`config.mk`:
```
export PLATFORM = sky130hd
export DESIGN_NAME = fft2d_corner_turn_flat
export DESIGN_NICKNAME = d
export VERILOG_FILES = /design/src/rtl/fft2d_corner_turn_if.sv /design/src/rtl/fft2d_corner_turn.sv /design/src/flat_wrapper.sv
export SDC_FILE = /design/constraint.sdc
export NUM_CORES = 2
export LEC_CHECK = 0
export BUFFER_PORTS_ARGS = -buffer_cell sky130_fd_sc_hd__buf_2
export CORE_UTILIZATION = 55
export CTS_CLUSTER_SIZE = 30
export DETAILED_ROUTE_END_ITERATION = 12
export GPL_TIMING_DRIVEN = 0
export PLACE_DENSITY = 0.73
export SYNTH_ARGS = -nofsm -noshare
export SYNTH_HDL_FRONTEND = slang
export SYNTH_SLANG_ARGS = --single-unit
```
`constraint.sdc`:
```
create_clock -name clk -period 3.95 [get_ports clk]
set_clock_uncertainty 0.1 [all_clocks]
set_input_delay 0 -clock clk [delete_from_list [all_inputs] [get_ports clk]]
set_output_delay 0 -clock clk [all_outputs]
set_load 0.01 [all_outputs]
```
`src/rtl/fft2d_corner_turn_if.sv`:
```
// Streaming sample bus for the 2-D FFT corner-turn buffer.
// FFT2D_CT_SOF_CHECK_EN adds the in_sof framing input.
interface fft2d_corner_turn_if #(
  parameter int W = 16
);
  logic [W-1:0] in_r;
  logic [W-1:0] in_i;
  logic         in_valid;
  logic         in_ready;
`ifdef FFT2D_CT_SOF_CHECK_EN
  logic         in_sof;
`endif
  logic [W-1:0] out_r;
  logic [W-1:0] out_i;
  logic         out_valid;
  logic         out_ready;
  logic         out_sof;
  logic         out_eoc;
  logic         sof_err;

  modport slave (
`ifdef FFT2D_CT_SOF_CHECK_EN
    input  in_sof,
`endif
    input  in_r, in_i, in_valid, out_ready,
    output in_ready, out_r, out_i, out_valid, out_sof, out_eoc, sof_err
  );

  modport master (
`ifdef FFT2D_CT_SOF_CHECK_EN
    output in_sof,
`endif
    output in_r, in_i, in_valid, out_ready,
    input  in_ready, out_r, out_i, out_valid, out_sof, out_eoc, sof_err
  );
endinterface

```
`src/rtl/fft2d_corner_turn.sv`:
```
// Ping-pong NxN corner-turn buffer: row-major in, column-major out, valid/ready both sides.
// Optional FFT2D_CT_SOF_CHECK_EN: in_sof resynchronises a misaligned input frame.
module fft2d_corner_turn #(
  parameter int N    = 8,
  parameter int W    = 16,
  parameter int LOGN = 3
) (
  input  logic                 clk,
  input  logic                 rst_n,
  fft2d_corner_turn_if.slave   bus
);
  localparam int AW = 2 * LOGN;
  localparam logic [1:0] ST_EMPTY   = 2'd0;
  localparam logic [1:0] ST_FULL    = 2'd1;
  localparam logic [1:0] ST_READING = 2'd2;
  localparam logic [AW-1:0] IDX_ZERO = {AW{1'b0}};
  localparam logic [AW-1:0] IDX_ONE  = {{(AW-1){1'b0}}, 1'b1};
  localparam logic [AW-1:0] IDX_LAST = {AW{1'b1}};
  localparam logic [LOGN-1:0] ROW_LAST = {LOGN{1'b1}};

  logic [2*W-1:0] mem_r [0:2*N*N-1];
  logic [1:0]     bank_state_r [0:1];
  logic [1:0]     bank_state_s [0:1];
  logic           wb_r, rb_r;
  logic [AW-1:0]  wcnt_r, rcnt_r;
  logic [W-1:0]   out_r_r, out_i_r;
  logic           out_valid_r, out_sof_r, out_eoc_r, sof_err_r;

  logic           in_ready_s, wr_fire_s, wr_last_s, sof_hit_s;
  logic           rd_avail_s, rd_fire_s, rd_last_s;
  logic [AW-1:0]  wr_idx_s;
  logic [LOGN-1:0] rd_row_s, rd_col_s;
  logic [2*W-1:0] rd_word_s;

  assign in_ready_s = (bank_state_r[wb_r] == ST_EMPTY);
  assign wr_fire_s  = bus.in_valid && in_ready_s;
`ifdef FFT2D_CT_SOF_CHECK_EN
  assign sof_hit_s  = wr_fire_s && bus.in_sof && (wcnt_r != IDX_ZERO);
`else
  assign sof_hit_s  = 1'b0;
`endif
  // A misaligned start-of-frame restarts the frame at index 0.
  assign wr_idx_s   = sof_hit_s ? IDX_ZERO : wcnt_r;
  assign wr_last_s  = wr_fire_s && (wr_idx_s == IDX_LAST);

  assign rd_avail_s = (bank_state_r[rb_r] == ST_FULL) || (bank_state_r[rb_r] == ST_READING);
  assign rd_fire_s  = (!out_valid_r || bus.out_ready) && rd_avail_s;
  assign rd_last_s  = rd_fire_s && (rcnt_r == IDX_LAST);
  // Column is the outer counter, row the inner one; stored address is row*N+col.
  assign rd_row_s   = rcnt_r[LOGN-1:0];
  assign rd_col_s   = rcnt_r[AW-1:LOGN];
  assign rd_word_s  = mem_r[{rb_r, rd_row_s, rd_col_s}];

  // Next bank state: write and read never target the same bank in one cycle.
  always_comb begin
    for (int b = 0; b < 2; b++) begin
      bank_state_s[b] = bank_state_r[b];
      if (wr_last_s && (wb_r == 1'(b))) begin
        bank_state_s[b] = ST_FULL;
      end else if (rd_last_s && (rb_r == 1'(b))) begin
        bank_state_s[b] = ST_EMPTY;
      end else if (rd_fire_s && (rb_r == 1'(b))) begin
        bank_state_s[b] = ST_READING;
      end else begin
        bank_state_s[b] = bank_state_r[b];
      end
    end
  end

  // Sample storage, intentionally left unreset.
  always_ff @(posedge clk) begin
    if (wr_fire_s) begin
      mem_r[{wb_r, wr_idx_s}] <= {bus.in_r, bus.in_i};
    end
  end

  // Bank bookkeeping, counters and the registered output stage.
  always_ff @(posedge clk or negedge rst_n) begin
    if (!rst_n) begin
      bank_state_r[0] <= ST_EMPTY;
      bank_state_r[1] <= ST_EMPTY;
      wb_r        <= 1'b0;
      rb_r        <= 1'b0;
      wcnt_r      <= IDX_ZERO;
      rcnt_r      <= IDX_ZERO;
      out_r_r     <= {W{1'b0}};
      out_i_r     <= {W{1'b0}};
      out_valid_r <= 1'b0;
      out_sof_r   <= 1'b0;
      out_eoc_r   <= 1'b0;
      sof_err_r   <= 1'b0;
    end else begin
      bank_state_r[0] <= bank_state_s[0];
      bank_state_r[1] <= bank_state_s[1];
      sof_err_r       <= sof_hit_s;
      if (wr_fire_s) begin
        wcnt_r <= wr_idx_s + IDX_ONE;
        if (wr_last_s) begin
          wb_r <= ~wb_r;
        end
      end
      if (rd_fire_s) begin
        out_r_r     <= rd_word_s[2*W-1:W];
        out_i_r     <= rd_word_s[W-1:0];
        out_valid_r <= 1'b1;
        out_sof_r   <= (rcnt_r == IDX_ZERO);
        out_eoc_r   <= (rd_row_s == ROW_LAST);
        rcnt_r      <= rcnt_r + IDX_ONE;
        if (rd_last_s) begin
          rb_r <= ~rb_r;
        end
      end else if (bus.out_ready) begin
        out_valid_r <= 1'b0;
      end
    end
  end

  assign bus.in_ready  = in_ready_s;
  assign bus.out_r     = out_r_r;
  assign bus.out_i     = out_i_r;
  assign bus.out_valid = out_valid_r;
  assign bus.out_sof   = out_sof_r;
  assign bus.out_eoc   = out_eoc_r;
  assign bus.sof_err   = sof_err_r;
endmodule

```
`src/flat_wrapper.sv`:
```
// flat-port wrapper written by rule: the top's interface ports become plain ports
module fft2d_corner_turn_flat 
#(
  parameter int N    = 8,
  parameter int W    = 16,
  parameter int LOGN = 3
)
  (clk, rst_n, bus_in_r, bus_in_i, bus_in_valid, bus_out_ready, bus_in_ready, bus_out_r, bus_out_i, bus_out_valid, bus_out_sof, bus_out_eoc, bus_sof_err);
  fft2d_corner_turn_if #(.W(W)) bus_i ();
  input  logic clk;
  input  logic rst_n;
  input wire logic [$bits(bus_i.in_r)-1:0] bus_in_r;
  input wire logic [$bits(bus_i.in_i)-1:0] bus_in_i;
  input wire logic [$bits(bus_i.in_valid)-1:0] bus_in_valid;
  input wire logic [$bits(bus_i.out_ready)-1:0] bus_out_ready;
  output wire logic [$bits(bus_i.in_ready)-1:0] bus_in_ready;
  output wire logic [$bits(bus_i.out_r)-1:0] bus_out_r;
  output wire logic [$bits(bus_i.out_i)-1:0] bus_out_i;
  output wire logic [$bits(bus_i.out_valid)-1:0] bus_out_valid;
  output wire logic [$bits(bus_i.out_sof)-1:0] bus_out_sof;
  output wire logic [$bits(bus_i.out_eoc)-1:0] bus_out_eoc;
  output wire logic [$bits(bus_i.sof_err)-1:0] bus_sof_err;
  assign bus_i.in_r = bus_in_r;
  assign bus_i.in_i = bus_in_i;
  assign bus_i.in_valid = bus_in_valid;
  assign bus_i.out_ready = bus_out_ready;
  assign bus_in_ready = bus_i.in_ready;
  assign bus_out_r = bus_i.out_r;
  assign bus_out_i = bus_i.out_i;
  assign bus_out_valid = bus_i.out_valid;
  assign bus_out_sof = bus_i.out_sof;
  assign bus_out_eoc = bus_i.out_eoc;
  assign bus_sof_err = bus_i.sof_err;
  fft2d_corner_turn #(.N(N), .W(W), .LOGN(LOGN)) u_core (.clk(clk), .rst_n(rst_n), .bus(bus_i));
endmodule
```
# [After elaboration in Yosys (flattened, before gate mapping)]
# Memory sizes are Yosys's and may differ from the RTL's. A register that Yosys moved wholly into a read port is not among the register bits.
# Index checks and enable logic that the tools add are counted.
[totals] inputBits=36 ramBits=4096 output_inout_bits=37 register_bits=21 memories=1 wordCells=60
[op_classes] n_reduce_logical=21 add_sub_neg=2 muxes=16 bitwise=4 n_lt_le_gt_ge=2 eq_ne=5
[mem_list] memory="u_core.mem_r" words=128 width=32 read_ports=1 rd_ports_with_merged_regs=1 write_ports=1 line="fft2d_corner_turn.sv:21" source="logic [2*W-1:0] mem_r [0:2*N*N-1];"
[op_table] cell="2-bit 2-to-1 mux" n=12
[op_table] cell="6-bit by 1-bit adder with 6-bit output, second input constant" n=2
[op_table] cell="6-bit equality test, second input constant" n=2
[op_table] cell="1-bit logical AND" n=10
[op_table] cell="6-bit zero test" n=1
[op_table] cell="3-bit nonzero test" n=2
[op_table] cell="2-bit greater-or-equal comparator, second input constant" n=2
[op_table] cell="1-bit 2-to-1 mux" n=4
[op_table] cell="1-bit NOT with 2-bit output" n=2
[op_table] cell="2-bit AND reduction" n=2
[op_table] cell="3-bit equality test, second input constant" n=1
[op_table] cell="2-bit by 1-bit equality test with 1-bit output, second input constant" n=1
[op_table] cell="2-bit equality test, second input constant" n=1
[op_table] cell="1-bit zero test" n=2
[op_table] cell="2-bit zero test" n=1
[op_table] cell="1-bit logical OR" n=2
[op_table] cell="1-bit NOT" n=2
[op_table] cell="2-bit nonzero test" n=1

# [Depth between registers and ports, before layout]
[depth] word_depth=11 depth_mapped=13 ltp_nobuf=6

# [Worst setup path before layout]
# OpenSTA, ideal clock, no wires.
[synth_path] path_type="register to register" start="register u_core.bank_state_r[2] (netlist bit)" end="memory u_core.mem_r[127][0] (netlist bit), enable pin" arrival_time_ps=3249 required_ps=3429 path_buffers=2 slack_ps=180 path_stages_with_launch=7 synth_period_minus_slack_ps=3770 cell_sequence="dfrtp_1 o32ai_1 and2_1 clkbuf_1 nand4_1 clkbuf_1 nor2_1"
[synth_between] elab_chain_cells=7
[synth_lines] item="start, declared" line="fft2d_corner_turn.sv:22" source="logic [1:0] bank_state_r [0:1];"
[synth_lines] item="2-bit 2-to-1 mux (implied by the code) (3 in series)" line="fft2d_corner_turn.sv:35" source="assign in_ready_s = (bank_state_r[wb_r] == ST_EMPTY);"
[synth_lines] item="2-bit zero test" line="fft2d_corner_turn.sv:35"
[synth_lines] item="named net bus_in_ready" line="flat_wrapper.sv:16" source="output wire logic [$bits(bus_i.in_ready)-1:0] bus_in_ready;"
[synth_lines] item="1-bit logical AND" line="fft2d_corner_turn.sv:36" source="assign wr_fire_s = bus.in_valid && in_ready_s;"
[synth_lines] item="1-bit 2-to-1 mux" line="fft2d_corner_turn.sv:72" source="if (wr_fire_s) begin"
[synth_lines] item="1-bit 2-to-1 mux (implied by the code)" line="fft2d_corner_turn.sv:73" source="mem_r[{wb_r, wr_idx_s}] <= {bus.in_r, bus.in_i};"
[synth_lines] item="end, declared" line="fft2d_corner_turn.sv:21"
# The timed path passes the listed nets, and every way through them passes these cells. The select of a mux whose other input is x is not followed.

==> metrics.yaml <==
setup_viol: 101
tns_ns: -5.97
crit_type: "register to register"
fp.dieH_um: 540
seq_area_frac_synth_pct: 78.0
period_needed_ns: 4.24
setup_ws_ns: -0.287
wl_met3_um: 63000
syn-instance-count: 7700
hold_path.class: "input pin to register"
grt_start_max_net_pins: 113
relSlewSlack_pct: 10.2
worst_slew_pin_slew_ns: 1.34
core_area_mm2: 0.288
max-vdd-ir-drop_v: 0.000439
critPathMaxFanout: 12
synthesis.area_mm2: 0.159
area_growth_pct: 15.9
synth-async-reset-ratio_pct: 1.28
ys.warnings.count: 0
nFillCells: 18400
synth.net_count: 7740
place_area_mm2: 0.169
start_util_pct: 55.3
worstSetupEndpoint: "u_core.bus.out_r[6]"
met2_length_um: 212000
io_pins: 73
fin_cells: 12600
clkSinkCount: 4149
synthTopCellsByArea: "edfxtp_1, mux4_2, mux2i_1"
worstPathArrival_ns: 4.87
first_global_vias: 83600
clockRootBuffer: "clkbuf_16"
synth.largest_area_cell: "edfxtp_1"
drc: 0
wl_per_cell_um: 37.6
yosysTopAreaCellShare_pct: 77.2
dieArea_mm2: 0.292
maxSlewViolCount: 0
post-place-ws_ns: -2.26
rsz0062_at_grt: "true"
die_x_um: 540
synth_common_cells: "edfxtp_1, mux2i_1, mux4_2"
p_switching_mw: 17.4
synthFlopType: "edfxtp_1"
clkPwrFrac_pct: 43.7
run_status: "finished with violations"
cts_buffer_depth: 4
port_buffers: 71
min_from: "bus_in_r[7]"
postRouteAntennaNets: 0
power.leakage_nw: 55.9
synthDistinctLibCells: 47
routed_via_density: 6.83
combPwrFrac_pct: 1.2
ys_ff_latch: 4149
synth-edff-count: 4096
cp-end-kind: "register"
seqPwrFrac_pct: 55.2
numCtsBuffers: 402
wirelength_um: 473000
cp.required_ns: 4.58
topRoutingLayerUsed: "met5"
place.gp.congestion: 0.973
startpoint: "u_core.rcnt_r[0]"
synth.avg_cell_area_um2: 20.7
final_util_pct: 64.1
rows: 197
p_int_mw: 70.2
finalInstanceArea_mm2: 0.185
gr-total-overflow: 0
vias: 85900
clk_latency_ns: 0.96
h-tree-depth: 5
grt_pass1_wl_um: 648000
max_cap_violations: 0
r2r.worst_path.cells: 9
yosysMostFrequentCell: "edfxtp_1"
layout-drive-gt1-share_pct: 23.1
grt_use_total_pct: 32.2
start_kind: "register"
r2r_slack_ns: -0.29
r2r_end: "u_core.bus.out_r[6]"
hold_viol: 0
cts_tree: "done"
drt_first_iter_violations: 14600
fin_crit_sh_pct: 107
powerDensity_mw_per_mm2: 475
reg2reg_from: "u_core.rcnt_r[0]"
antenna_found_initial: 28
layout.nets: 8498
clk_pin_slew_ns: 0.07
drt-pass1-iter-count: 8
dp.cells: 11700
violations: "negative setup slack"
max_clock_freq_mhz: 236
dpl.hpwl_um: 309000
wl_met1_um: 165000
switching_share_pct: 19.9
sequential cells by signal (all words and copies together) (netlist names), 4 cells and up:
register             cells
u_core.rcnt_r            6
u_core.mem_r          4096
u_core.bus.out_r        16
u_core.bank_state_r      4
u_core.bus.out_i        16
u_core.wcnt_r            6
stage by stage:
step | total power [mW] | hold slack [ns]
floorplan | 49.3 | -0.396
global placement | 50.1 | 0.291
detailed placement | 50.2 | 0.0209
CTS | 87.6 | 0.00299
global route | 89.3 | 0.0301
finish | 87.6 | 0.0118
metal layers:
metal,global-route usage [%],vias to the layer above
met5,0,-
li1,-,33600
met2,47.9,6760
met1,42.7,44200
met4,19.6,20
met3,8.71,1293
power by group through the flow:
stage	clock network, mW	registers, mW	logic (mW)
after floorplan	0	49.3	0.00132
after global placement	0	49.4	0.751
after detailed placement	0	49.3	0.939
after CTS	38.3	48.3	0.993
after global routing	39.9	48.3	1.04
final	38.3	48.3	1.02
critical path: stages, from the launching register on:
cell	delay, ns
dfrtp_1	0.50
buf_4	0.36
buf_6	0.33
clkbuf_4	0.41
nor2_4	0.21
clkbuf_2	0.46
nand3_1	0.30
nand4_1	0.40
a22oi_2	0.69
o211ai_1	0.19
what timing repair did:
item,in CTS,in global routing
hold endpoints to repair,4157,0
hold buffers,50,0
endpoints found under the setup margin,2915,165
cloned,2,0
gates resized for setup,259,133
pin swaps,30,21
setup buffers,41,18
cell type report:
| cell class | count | area (um2) | area share (%) |
|---|---|---|---|
| repair buffers | 355 | 5510 | 2.98 |
| well taps | 3781 | 4730 | 2.56 |
| clock buffers | 483 | 10500 | 5.67 |
| inverters | 5 | 22.5 | 0.0122 |
| plain buffers | 450 | 2770 | 1.50 |
| clock inverters | 243 | 2480 | 1.34 |
| diodes | 10 | 25.0 | 0.0136 |
| flip-flops and latches | 4149 | 124000 | 67.3 |
| multi-input cells | 3095 | 34300 | 18.6 |
worst min path at each step:
stage,end,cells after the start,slack (ns)
after floorplan,u_core.bank_state_r[0],0,-0.40
after global placement,u_core.bus.out_eoc,1,0.29
after detailed placement,u_core.bus.out_eoc,1,0.02
after CTS,u_core.mem_r[89][27],2,0.003
after global routing,u_core.mem_r[83][23],2,0.03
final,u_core.mem_r[83][23],2,0.01
cells by family (layout without fill, tap and decap cells):
group           after synthesis  after routing  synth area share, %
simple gates                566            568                 1.66
other cells                   1             11              0.00235
xor+xnor                     13             13               0.0714
compound gates              817            817                 3.58
mux                        1692           1692                 15.2
buf+inv                     458           1536                 1.42
fa+ha+maj                     4              4               0.0314
flops                      4149           4149                 78.0
placed cells by master (no fill, tap or decap), types with 66 or more instances in the layout:
cell	n
clkbuf_2	76
edfxtp_1	4096
buf_4	129
buf_16	66
nor2_4	130
clkbuf_16	406
mux2i_1	1061
clkbuf_1	198
nand3_1	139
mux4_2	582
clkinv_1	95
a22oi_1	472
clkinv_2	67
a21oi_1	159
buf_12	122
nand2_1	144
buf_2	136
Note: power is estimated with default switching activity, not from simulation.
